===== src/rtl/square_add.sv =====
// ---------------------------------------------------------------------------
// square_add
//   Last stage of the y = a^2 + b^(1/3) datapath. Latches operand a and the
//   cube root r from the upstream stage, squares a with a sequential
//   shift-add multiplier (one multiplier bit per cycle), then adds r through
//   the very same adder and publishes y = a^2 + r.
//
//   Ports
//     clk     rising-edge clock
//     rst     asynchronous, active-high reset
//     start   request, sampled only while idle
//     a_in    operand to be squared (WIDTH bits)
//     r_in    root from the cube-root stage (WIDTH bits)
//     y_out   a^2 + r (2*WIDTH bits), held until the next completion
//     busy_o  high while an operation is in flight
//     done_o  one-cycle pulse on the cycle y_out updates
//
//   Build option
//     SQUARE_ADD_EARLY_EXIT_EN  when defined, the squaring phase also ends as
//     soon as the remaining multiplier bits are all zero. Results are the
//     same; only latency shrinks for small operands.
// ---------------------------------------------------------------------------
module square_add #(
    parameter int WIDTH = 8
) (
    input  logic               clk,
    input  logic               rst,
    input  logic               start,
    input  logic [WIDTH-1:0]   a_in,
    input  logic [WIDTH-1:0]   r_in,
    output logic [2*WIDTH-1:0] y_out,
    output logic               busy_o,
    output logic               done_o
);

    localparam int CW = $clog2(WIDTH + 1);

    localparam logic [1:0] IDLE   = 2'd0;
    localparam logic [1:0] SQUARE = 2'd1;
    localparam logic [1:0] ADD    = 2'd2;

    logic [1:0]         state;
    logic [2*WIDTH-1:0] acc;
    logic [2*WIDTH-1:0] mcand;
    logic [WIDTH-1:0]   mplr;
    logic [WIDTH-1:0]   root;
    logic [CW-1:0]      cnt;

    // The block's only adder: the partial product in SQUARE, the root in ADD.
    logic [2*WIDTH-1:0] addend;
    logic [2*WIDTH-1:0] sum;
    logic [WIDTH-1:0]   mplr_sh;
    logic [CW-1:0]      cnt_inc;
    logic               sq_last;

    always_comb begin
        addend  = (state == ADD) ? {{WIDTH{1'b0}}, root} : mcand;
        sum     = acc + addend;
        mplr_sh = mplr >> 1;
        cnt_inc = cnt + 1'b1;
`ifdef SQUARE_ADD_EARLY_EXIT_EN
        // Once no multiplier bits remain, further cycles add nothing.
        sq_last = (cnt_inc == CW'(WIDTH)) || (mplr_sh == '0);
`else
        sq_last = (cnt_inc == CW'(WIDTH));
`endif
    end

    always_ff @(posedge clk or posedge rst) begin
        if (rst) begin
            state  <= IDLE;
            acc    <= '0;
            mcand  <= '0;
            mplr   <= '0;
            root   <= '0;
            cnt    <= '0;
            y_out  <= '0;
            busy_o <= 1'b0;
            done_o <= 1'b0;
        end else begin
            done_o <= 1'b0;
            case (state)
                IDLE: begin
                    if (start) begin
                        mcand  <= {{WIDTH{1'b0}}, a_in};
                        mplr   <= a_in;
                        root   <= r_in;
                        acc    <= '0;
                        cnt    <= '0;
                        busy_o <= 1'b1;
                        state  <= SQUARE;
                    end
                end
                SQUARE: begin
                    if (mplr[0])
                        acc <= sum;
                    mcand <= mcand << 1;
                    mplr  <= mplr_sh;
                    cnt   <= cnt_inc;
                    if (sq_last)
                        state <= ADD;
                end
                ADD: begin
                    y_out  <= sum;
                    busy_o <= 1'b0;
                    done_o <= 1'b1;
                    state  <= IDLE;
                end
                default: begin
                    busy_o <= 1'b0;
                    state  <= IDLE;
                end
            endcase
        end
    end

endmodule


===== config.mk =====
export PLATFORM = sky130hd
export DESIGN_NAME = square_add
export DESIGN_NICKNAME = d
export VERILOG_FILES = /design/src/rtl/square_add.sv
export SDC_FILE = /design/constraint.sdc
export NUM_CORES = 1
export LEC_CHECK = 0
export ABC_AREA = 1
export CAP_MARGIN = 25
export CORE_ASPECT_RATIO = 2
export CORE_MARGIN = 4
export CORE_UTILIZATION = 37
export DETAILED_ROUTE_END_ITERATION = 10
export HOLD_SLACK_MARGIN = 0.03
export SETUP_SLACK_MARGIN = 0.1
export SKIP_LAST_GASP = 1
export SLEW_MARGIN = 20
export SYNTH_ARGS = -nofsm -noshare
export SYNTH_HDL_FRONTEND = slang
export SYNTH_SLANG_ARGS = --single-unit

===== constraint.sdc =====
create_clock -name clk -period 2.99 [get_ports clk]
set_input_delay 0.7475 -clock clk [delete_from_list [all_inputs] [get_ports clk]]
set_output_delay 0.7475 -clock clk [all_outputs]
set_load 0.01 [all_outputs]

==> results by group, run 1 <==
Global routing
  – Largest net degree at the start of global routing: 41
  – First-pass GRT wire length: 15.7 mm
  – Global Route Usage Sum: 0.167
  – Total gr overflow: 0
  – Initial antenna violation count: 0
  – Number of global-route vias before repair: 3284

Placed design
  – Placed Cells: 656
  – Setup Slack @ Placement: 0.575 ns
  – Port Buf Inserts: 36
  – RePlAce Congestion: 0.897
  – HPWL after DPL: 7.15 mm

CTS
  – Clk sink count: 72
  – Clock transition at path regs: 0.06 ns
  – H-tree depth: 3
  – CTS tree: yes
  – Post-CTS Resized: 0
  – Root Driver: clkbuf_16
  – Clk buf depth: 2
  – Clk_lat worst skew: 0.34 ns
  – Post-CTS setup buffers: 0
  – Hold_buf cts: 0
  – CTS Buf Count: 9

Power and ir drop
  – Internal power: 2.99 mW
  – Net Sw Power: 1.94 mW
  – Pwr Total: 4.93 mW
  – Worst IR drop on VDD: 0.000466 V
  – Power Density: 1050 mW/mm^2
  – Clock Power Share: 0.252
  – Sw Ratio: 0.394
  – Lkg Pwr: 2.43 nW
  – Gate power share: 0.433
  – Sequential power share: 0.315

Critical path
  – Crit Path Max Fanout: 25
  – Crit-path most repeated cell: nand2_1
  – Worst R2R Setup Slack: 0.60 ns
  – Startpoint Class: register
  – Critical path arrival: 2.62 ns
  – Critical Path End: y_out[6]
  – Worst endpoint required time: 3.22 ns
  – R2r worst-path depth: 12
  – Slowest Stage Delay on Critical Path: 0.44 ns
  – CP endpoint kind: register
  – Crit Path Class: register to register
  – Critical-path cell list: nand2_2 > buf_4 > o21ai_0 > ha_1 > fa_1 > nand2_1 > nand2_1 > nand3b_1 > nand2_1 > or2_1 > nand3_1 > nand2_1
  – Highest-delay cell along the critical path: dfrtp_1
  – Worst r2r src: state[1]
  – Reg-to-Reg End: y_out[6]
  – Crit. Startpoint: state[1]

Finish
  – Fin nets: 569
  – Layout area overhead: 22.0%
  – Ant diodes: 0
  – Core Util, Final: 0.461
  – Layout cells sized above 1: 0.0633
  – Filler cell count: 1061
  – Final cell count without fillers: 672

STA
  – Final setup fails: 0
  – Worst-margin pin slew: 0.487 ns
  – Rel. slew slack: 0.674
  – Fin crit period: 2.39 ns
  – Setup tns final: 0 ns
  – RSZ-0062 raised after global routing: false
  – Skew final: 0.00646 ns
  – PnR worst setup slack: 0.597 ns
  – Hold Fails Final Rpt: 0
  – Fmax: 418 MHz
  – Final Max Slew Viols: 0
  – Final period utilization: 0.800

Die
  – Chip Width: 80 microns
  – Core area: 0.0101 sq mm
  – DIE AREA: 0.0122 sq mm
  – Standard-cell row count: 52
  – Starting Density: 0.378
  – DIE HEIGHT: 152 microns
  – I/O pin count: 37

Detailed routing
  – Via count: 3193
  – Drc violations: 0
  – 1st-iter DRT viols: 183
  – Via-to-Cell Ratio: 4.75
  – Post-Route WL: 9.36 mm
  – Antenna viol nets, final: 0
  – TritonRoute pass-1 iters: 4
  – WL/cell: 13.9 microns

Synth
  – Synth area leaders: dfrtp_1 (47%), nand2_1 (19%), inv_1 (5.8%)
  – Yosys reg bits: 72
  – Synthesized cell area: 0.00384 sq mm
  – Share of flip-flops with an asynchronous set or reset: 1.00
  – Synth Area per Inst: 7.78 sq um
  – Synth warn: 0
  – Netlist cell types: 33
  – Syn nets: 530
  – Synth top area share: 0.470
  – Most common cell in the netlist: nand2_1
  – Cell taking the most area after synthesis: dfrtp_1
  – Syn Inst Count: 493
  – Register area share after synthesis: 0.470
  – EDFF count, synth: 0
  – Primary FF master, synth: dfrtp_1
  – List of most frequent post-synthesis cells: nand2_1 (191), dfrtp_1 (72), inv_1 (59)

Run status
  – Status: completed

Job
  – Max_cap viols: 0

Worst hold path
  – Hold Path Class: register to register
==> state kept, by name, summed over array words and instances, names as in the netlist <==
signal,count
busy_o,1
mcand,16
state,2
done_o,1
y_out,16
mplr,8
root,8
cnt,4
acc,16
==> worst max-delay path, delay by kind of cell, from the launching register on <==
kind	cells	cell delay, ns
flops	1	0.44
compound gates	1	0.12
buf+inv	1	0.25
fa+ha+maj	2	0.62
simple gates	8	0.85
==> placed cells by master, fill, tap and decap left out, types with 6 or more instances in the layout <==
master	netlist	final
nand2_1	191	191
a21oi_1	6	6
clkbuf_16	0	9
nor2_1	18	18
o22ai_1	7	7
o21ai_0	26	26
ha_1	17	17
nand3_1	39	39
inv_1	59	58
clkdlybuf4s50_1	0	36
dfrtp_1	72	72
==> cells by family (layout without fill, tap and decap cells) <==
family                   count (synthesis)  in the layout  share of synthesized area
AND/OR/NAND/NOR                        271            271                      0.300
buffers and inverters                   76            120                     0.0835
flip-flops                              72             72                      0.470
AO/OA/AOI/OAI                           50             50                     0.0727
adder cells (fa/ha/maj)                 18             18                     0.0607
XOR/XNOR                                 6              6                     0.0137
==> routing by layer <==
metal  wire length, microns  GRT usage  vias up  share of wire
met4                    444     0.0935        0          0.047
li1                       -          -     1635              -
met1                   3490      0.179     1480           0.37
met5                      0          0        -              0
met2                   5170      0.296       55           0.55
met3                    247     0.0314       23          0.026
==> power groups by stage <==
stage               clock network (mW)  logic (mW)  registers (mW)
floorplan                            0        1.57            1.55
global placement                     0        2.11            1.56
detailed placement                   0        2.15            1.58
CTS                               1.27        2.17            1.56
global route                      1.31        2.44            1.60
finish                            1.24        2.13            1.56
==> layout make-up <==
cell class | instances | area, sq um | area share
clock inverter | 5 | 104 | 0.0222
clock buffer | 11 | 243 | 0.0519
sequential | 72 | 1800 | 0.385
multi-input combinational | 345 | 1710 | 0.366
inverter | 63 | 239 | 0.0511
timing repair buffer | 41 | 410 | 0.0877
tap | 135 | 169 | 0.0361
==> per-stage QoR <==
step | cell area, sq um | hold WS, ns
detailed placement | 4330 | 0.464
finish | 4680 | 0.475
CTS | 4680 | 0.479
floorplan | 3840 | 0.449
global route | 4680 | 0.503
global placement | 4330 | 0.463
==> worst min path at each step <==
stage | start | endpoint | slack (ns) | depth (start not counted)
floorplan | root[7] | root[7] | 0.45 | 2
global placement | mplr[2] | mplr[2] | 0.46 | 2
detailed placement | y_out[10] | y_out[10] | 0.46 | 2
CTS | y_out[10] | y_out[10] | 0.48 | 2
global route | mplr[2] | mplr[2] | 0.50 | 2
finish | y_out[10] | y_out[10] | 0.48 | 2
Note: power is estimated with default switching activity, not from simulation.
==> run 2, diff against run 1 <==
Clock period 2.99 ns to 2.36 ns, I/O delays scaled along.
==> run 2 against run 1 <==
Compared with the run above: clock-buffer cell count unchanged; critical endpoint is now acc[13]; sequential share of layout area decreased by 2.5 points; largest cell class is now multi-input gates; fmax increased by 6.8%; combinational power increased by 53%; power increased by 37%; hold slack improved by 0.0018 ns; via count increased by 4.4%; sequential power increased by 28%; largest power group unchanged; design area increased by 6.9%; clock skew increased by 0.0044 ns.
==> results by group, run 2 (same netlist as run 1, synthesis figures left out) <==
Run status
  – Status: completed (unchanged)

Critical path
  – Crit. Startpoint: state[0] (was state[1])
  – Reg-to-Reg End: acc[13] (was y_out[6])
  – Worst R2R Setup Slack: 0.12 ns (was 0.60 ns)
  – R2r worst-path depth: 15 (was 12)
  – Startpoint Class: register (unchanged)
  – Slowest Stage Delay on Critical Path: 0.41 ns (was 0.44 ns)
  – CP endpoint kind: register (unchanged)
  – Worst endpoint required time: 2.63 ns (was 3.22 ns)
  – Crit Path Class: register to register (unchanged)
  – Critical-path cell list: inv_4 > nand2_8 > inv_4 > buf_6 > nor2_1 > ha_1 > nand2_1 > inv_1 > nand2_1 > nand2_1 > a21oi_2 > nand2_1 > nand2_2 > nand3_2 > nand2_1 (was nand2_2 > buf_4 > o21ai_0 > ha_1 > fa_1 > nand2_1 > nand2_1 > nand3b_1 > nand2_1 > or2_1 > nand3_1 > nand2_1)
  – Crit Path Max Fanout: 9 (was 25)
  – Critical path arrival: 2.52 ns (was 2.62 ns)
  – Critical Path End: acc[13] (was y_out[6])
  – Highest-delay cell along the critical path: dfrtp_1 (unchanged)
  – Crit-path most repeated cell: nand2_1 (unchanged)
  – Worst r2r src: state[0] (was state[1])

STA
  – Final Hold Slack: 0.477 ns (was 0.475 ns)
  – Fin crit period: 2.24 ns (was 2.39 ns)
  – Setup tns final: 0 ns (unchanged)
  – RSZ-0062 raised after global routing: true (was false)
  – Fmax: 446 MHz (was 418 MHz)
  – Worst-margin pin slew: 0.467 ns (was 0.487 ns)
  – Skew final: 0.0109 ns (was 0.00646 ns)
  – Final setup fails: 0 (unchanged)
  – Hold Fails Final Rpt: 0 (unchanged)
  – Final Max Slew Viols: 0 (unchanged)
  – Rel. slew slack: 0.688 (was 0.674)
  – Final period utilization: 0.950 (was 0.800)
  – PnR worst setup slack: 0.118 ns (was 0.597 ns)

CTS
  – Clk sink count: 72 (unchanged)
  – Clk_lat worst skew: 0.34 ns (about the same)
  – CTS Buf Count: 9 (unchanged)
  – Hold_buf cts: 0 (unchanged)
  – CTS tree: yes (unchanged)
  – Root Driver: clkbuf_16 (unchanged)
  – Clk buf depth: 2 (unchanged)
  – Clock transition at path regs: 0.06 ns (about the same)
  – H-tree depth: 3 (unchanged)

Finish
  – Ant diodes: 0 (unchanged)
  – Commonest non-fill, non-tap cell in the layout: nand2_1 (unchanged)
  – Fin area: 0.00500 sq mm (was 0.00468 sq mm)
  – Core Util, Final: 0.493 (was 0.461)
  – Largest registers: acc x16, mcand x16, y_out x16 (unchanged)
  – Fin nets: 590 (was 569)
  – Layout cells sized above 1: 0.149 (was 0.0633)
  – Commonest non-fill, non-tap cells in the layout: nand2_1 (183), dfrtp_1 (71), inv_1 (56), nand3_1 (36), clkdlybuf4s50_1 (36) (was nand2_1 (191), dfrtp_1 (72), inv_1 (58), nand3_1 (39), clkdlybuf4s50_1 (36))
  – Layout area overhead: 30.4% (was 22.0%)
  – Final cell count without fillers: 693 (was 672)

Power and ir drop
  – Power Density: 1350 mW/mm^2 (was 1050 mW/mm^2)
  – Pwr Total: 6.74 mW (was 4.93 mW)
  – Worst IR drop on VDD: 0.000827 V (was 0.000466 V)
  – Lkg Pwr: 2.56 nW (was 2.43 nW)

Global routing
  – Largest net degree at the start of global routing: 73 (was 41)
  – Met1 Use GR: 0.174 (was 0.179)
  – Global Route Usage Sum: 0.169 (was 0.167)
  – Total gr overflow: 0 (unchanged)
  – Met2 Track Usage GR: 0.303 (was 0.296)
  – Initial antenna violation count: 0 (unchanged)
  – GR met3 Demand/Resource: 0.0391 (was 0.0314)
  – First-pass GRT wire length: 15.8 mm (was 15.7 mm)
  – Most used routing layer: met2 (unchanged)
  – Number of global-route vias before repair: 3344 (was 3284)

Die
  – I/O pin count: 37 (unchanged)
  – Chip Width: 80 microns (unchanged)
  – Starting Density: 0.378 (unchanged)
  – DIE AREA: 0.0122 sq mm (unchanged)
  – Core area: 0.0101 sq mm (unchanged)
  – Standard-cell row count: 52 (unchanged)
  – DIE HEIGHT: 152 microns (unchanged)

Placed design
  – RePlAce Congestion: 0.987 (was 0.897)
  – HPWL after DPL: 7.23 mm (was 7.15 mm)
  – Setup Slack @ Placement: -0.112 ns (was 0.575 ns)
  – Placed inst area: 0.00442 sq mm (was 0.00433 sq mm)
  – Placed Cells: 665 (was 656)
  – Port Buf Inserts: 36 (unchanged)

Detailed routing
  – Antenna viol nets, final: 0 (unchanged)
  – Via-to-Cell Ratio: 4.81 (was 4.75)
  – 1st-iter DRT viols: 129 (was 183)
  – Via count: 3333 (was 3193)
  – TritonRoute pass-1 iters: 4 (unchanged)
  – Post-Route WL: 9.98 mm (was 9.36 mm)
  – WL/cell: 14.4 microns (was 13.9 microns)
  – Drc violations: 0 (unchanged)

Job
  – Max_cap viols: 0 (unchanged)

Worst hold path
  – Hold Path Class: register to register (unchanged)
==> run 2: changes by cell type in the layout (fill, tap and decap cells not counted), moves of 4 or more <==
cell     delta
nand2_1     -8
a21oi_2     +4
o21ai_0     -4
a21oi_1     -4
buf_4      +16
nand2_2     +7
==> run 2: area by class of cell <==
class                           count  area, sq um
Fill cell                        1041         5150
Multi-Input combinational cell    346         1850
Sequential cell                    72         1800
Timing Repair Buffer               61          602
Clock buffer                       11          253
Inverter                           63          248
Tap cell                          135          169
Clock inverter                      5         78.8
==> run 2: repair_timing <==
item	in CTS	in global routing
resized for setup	12	28
gates cloned	0	1
pin swaps	2	14
setup buffers	2	9
endpoints found under the setup margin	20	21
==> run 2: worst min path at each step <==
stage,start,to,slack (ns),cells after the start
finish,y_out[9],y_out[9],0.48,2
global route,root[7],root[7],0.50,2
CTS,y_out[9],y_out[9],0.48,2
detailed placement,y_out[9],y_out[9],0.47,2
global placement,y_out[11],y_out[11],0.46,2
floorplan,root[7],root[7],0.45,2
==> run 2: critical path: cells and delay by family (launching register included) <==
family,cells,cell delay [ns]
buf+inv,4,0.37
flops,1,0.41
fa+ha+maj,1,0.36
simple gates,9,0.84
compound gates,1,0.20
==> run 2: power by group <==
| group | switching (mW) | internal [mW] | total, mW | leakage (nW) |
|---|---|---|---|---|
| sequential | 0.284 | 1.71 | 1.99 | 0.902 |
| clock | 0.516 | 0.980 | 1.50 | 0.165 |
| combinational | 1.89 | 1.37 | 3.26 | 1.49 |
| total | 2.69 | 4.05 | 6.74 | 2.56 |
==> run 2: per-layer routing <==
| layer | share of wire | up-vias |
|---|---|---|
| met5 | 0 | - |
| met3 | 0.033 | 23 |
| met1 | 0.37 | 1565 |
| met2 | 0.56 | 68 |
| li1 | - | 1677 |
| met4 | 0.042 | 0 |
==> run 3, diff against run 2 <==
Settings changed: CORE_MARGIN 4 to not set.
==> run 3 against run 2 <==
Compared with the run above: die area down 11%; routed wire length down 3.3%; hold slack worse by 0.0011 ns; sequential power about the same; setup slack better by 0.037 ns; cell count up 0.14%; via count down 0.57%; clock-buffer cell count unchanged; utilization up 1.1 points; global-route usage up 2.6 points; clock skew down 0.0024 ns; clock power down 7%.
==> results by group, run 3 (same netlist as run 1, synthesis figures left out) <==
Die
  – Starting Density: 0.380 (was 0.378)
  – Core area: 0.0101 sq mm (about the same)
  – Chip Width: 74 microns (was 80 microns)
  – Standard-cell row count: 52 (unchanged)
  – DIE AREA: 0.0108 sq mm (was 0.0122 sq mm)
  – I/O pin count: 37 (unchanged)
  – DIE HEIGHT: 146 microns (was 152 microns)

Critical path
  – Worst endpoint required time: 2.58 ns (was 2.63 ns)
  – Startpoint Class: register (unchanged)
  – Critical-path cell list: inv_2 > nand2_4 > buf_12 > nand2_1 > o21ai_0 > ha_2 > fa_2 > nand2_2 > nand2_1 > nand3b_1 > nand2_2 > or2_1 > nand3_2 > nand2_1 (was inv_4 > nand2_8 > inv_4 > buf_6 > nor2_1 > ha_1 > nand2_1 > inv_1 > nand2_1 > nand2_1 > a21oi_2 > nand2_1 > nand2_2 > nand3_2 > nand2_1)
  – Slowest Stage Delay on Critical Path: 0.38 ns (was 0.41 ns)
  – Crit Path Class: register to register (unchanged)
  – CP endpoint kind: register (unchanged)
  – Crit-path most repeated cell: nand2_1 (unchanged)
  – Critical path arrival: 2.42 ns (was 2.52 ns)
  – CP Buf/Inv Count: 2 (was 4)
  – Crit-path leading delay family: simple AND/OR/NAND/NOR gates (unchanged)
  – Highest-delay cell along the critical path: dfrtp_1 (unchanged)
  – Crit Path Max Fanout: 11 (was 9)

Run status
  – Status: completed (unchanged)

Placed design
  – HPWL after DPL: 7.17 mm (was 7.23 mm)
  – Placed inst area: 0.00444 sq mm (was 0.00442 sq mm)
  – RePlAce Congestion: 0.953 (was 0.987)
  – Setup Slack @ Placement: -0.0454 ns (was -0.112 ns)
  – Port Buf Inserts: 36 (unchanged)

Global routing
  – Global Route Usage Sum: 0.195 (was 0.169)
  – Total gr overflow: 0 (unchanged)
  – Number of global-route vias before repair: 3264 (was 3344)
  – Largest net degree at the start of global routing: 37 (was 73)
  – Initial antenna violation count: 0 (unchanged)
  – First-pass GRT wire length: 15.5 mm (was 15.8 mm)

STA
  – Fmax: 453 MHz (was 446 MHz)
  – Skew final: 0.00846 ns (was 0.0109 ns)
  – Worst-margin pin slew: 0.477 ns (was 0.467 ns)
  – Rel. slew slack: 0.681 (was 0.688)
  – Final Max Slew Viols: 0 (unchanged)
  – Fin crit period: 2.21 ns (was 2.24 ns)
  – RSZ-0062 raised after global routing: true (unchanged)
  – Final Hold Slack: 0.476 ns (was 0.477 ns)
  – PnR worst setup slack: 0.155 ns (was 0.118 ns)
  – Hold Fails Final Rpt: 0 (unchanged)
  – Final period utilization: 0.934 (was 0.950)
  – Final setup fails: 0 (unchanged)

Detailed routing
  – Antenna viol nets, final: 0 (unchanged)
  – Via count: 3314 (was 3333)
  – 1st-iter DRT viols: 120 (was 129)
  – TritonRoute pass-1 iters: 5 (was 4)
  – Post-Route WL: 9.65 mm (was 9.98 mm)
  – WL/cell: 13.9 microns (was 14.4 microns)
  – Drc violations: 0 (unchanged)
  – Via-to-Cell Ratio: 4.78 (was 4.81)

CTS
  – CTS tree: yes (unchanged)
  – Clk_lat worst skew: 0.34 ns (about the same)
  – Clk sink count: 72 (unchanged)
  – CTS Buf Count: 9 (unchanged)
  – Root Driver: clkbuf_16 (unchanged)
  – H-tree depth: 3 (unchanged)
  – Clock transition at path regs: 0.06 ns (about the same)
  – Clk buf depth: 2 (unchanged)

Finish
  – Fin area: 0.00509 sq mm (was 0.00500 sq mm)
  – Commonest non-fill, non-tap cell in the layout: nand2_1 (unchanged)
  – Commonest non-fill, non-tap cells in the layout: nand2_1 (172), dfrtp_1 (72), inv_1 (54), nand3_1 (36), clkdlybuf4s50_1 (36) (was nand2_1 (183), dfrtp_1 (71), inv_1 (56), nand3_1 (36), clkdlybuf4s50_1 (36))
  – Filler cell count: 964 (was 1041)
  – Ant diodes: 0 (unchanged)
  – Fin nets: 591 (was 590)
  – Layout area overhead: 32.6% (was 30.4%)
  – Largest registers: acc x16, mcand x16, y_out x16 (unchanged)
  – Layout cells sized above 1: 0.191 (was 0.149)

Worst hold path
  – Hold Path Class: register to register (unchanged)

Power and ir drop
  – Power Density: 1310 mW/mm^2 (was 1350 mW/mm^2)
  – Lkg Pwr: 2.56 nW (about the same)
  – Worst IR drop on VDD: 0.000667 V (was 0.000827 V)

Job
  – Max_cap viols: 0 (unchanged)
==> run 3: cell types whose count changed in the layout (fill, tap and decap cells not counted), sizes merged <==
| cell | change |
|---|---|
| nand2 | -1 |
| buf | +2 |
| clkinvlp | +1 |
| bufinv | -1 |
==> run 3: where the power goes <==
group / switching, mW / total [mW] / internal, mW
Combinational: 1.92 / 3.30 / 1.38
Sequential: 0.278 / 1.98 / 1.71
Clock: 0.529 / 1.40 / 0.874
==> run 3: timing repair <==
action / CTS / global route
hold buffers: 0 / 0
buffers inserted: 5 / 5
resized for setup: 15 / 51
setup endpoints to repair: 12 / 24
pin swaps: 6 / 28
==> run 3: through the flow <==
step                cells  TNS [ns]  power (mW)  utilization
finish                694         0        6.69        0.504
global route          694         0        7.18        0.504
CTS                   689         0        6.40        0.480
detailed placement    668   -0.0897        4.82        0.440
global placement      668         0        4.76        0.440
floorplan             493         0        3.94            -
==> run 3: area by class of cell <==
| type | count | area [sq um] | share of cell area |
|---|---|---|---|
| Multi-Input combinational cell | 345 | 1960 | 0.384 |
| Sequential cell | 72 | 1800 | 0.354 |
| Timing Repair Buffer | 63 | 608 | 0.120 |
| Clock buffer | 11 | 253 | 0.0497 |
| Inverter | 63 | 246 | 0.0485 |
| Tap cell | 135 | 169 | 0.0332 |
| Clock inverter | 5 | 53.8 | 0.0106 |
==> run 3: per-layer routing <==
layer  wire length [microns]  vias to the layer above  global-route usage
li1                        -                     1675                   -
met5                       0                        -                   0
met4                     699                        0               0.144
met2                    5210                       65               0.330
met3                     257                       32              0.0416
met1                    3480                     1542               0.203
==> run 3: worst min-delay path, cell delays in order (launching register included) <==
cell,delay (ns)
dfrtp_1,0.34
nand2_1,0.05
nand2_1,0.05
==> run 3: worst paths after layout <==
kind	from	end	slack [ns]	cells after the start
max	state[0]	acc[6]	0.15	14
min	y_out[15]	y_out[15]	0.48	2
max reg2reg	state[0]	acc[6]	0.15	14
min reg2reg	y_out[15]	y_out[15]	0.48	2
max in group asynchronous	rst	acc[9]	1.26	3
min in group asynchronous	rst	y_out[6]	0.60	2
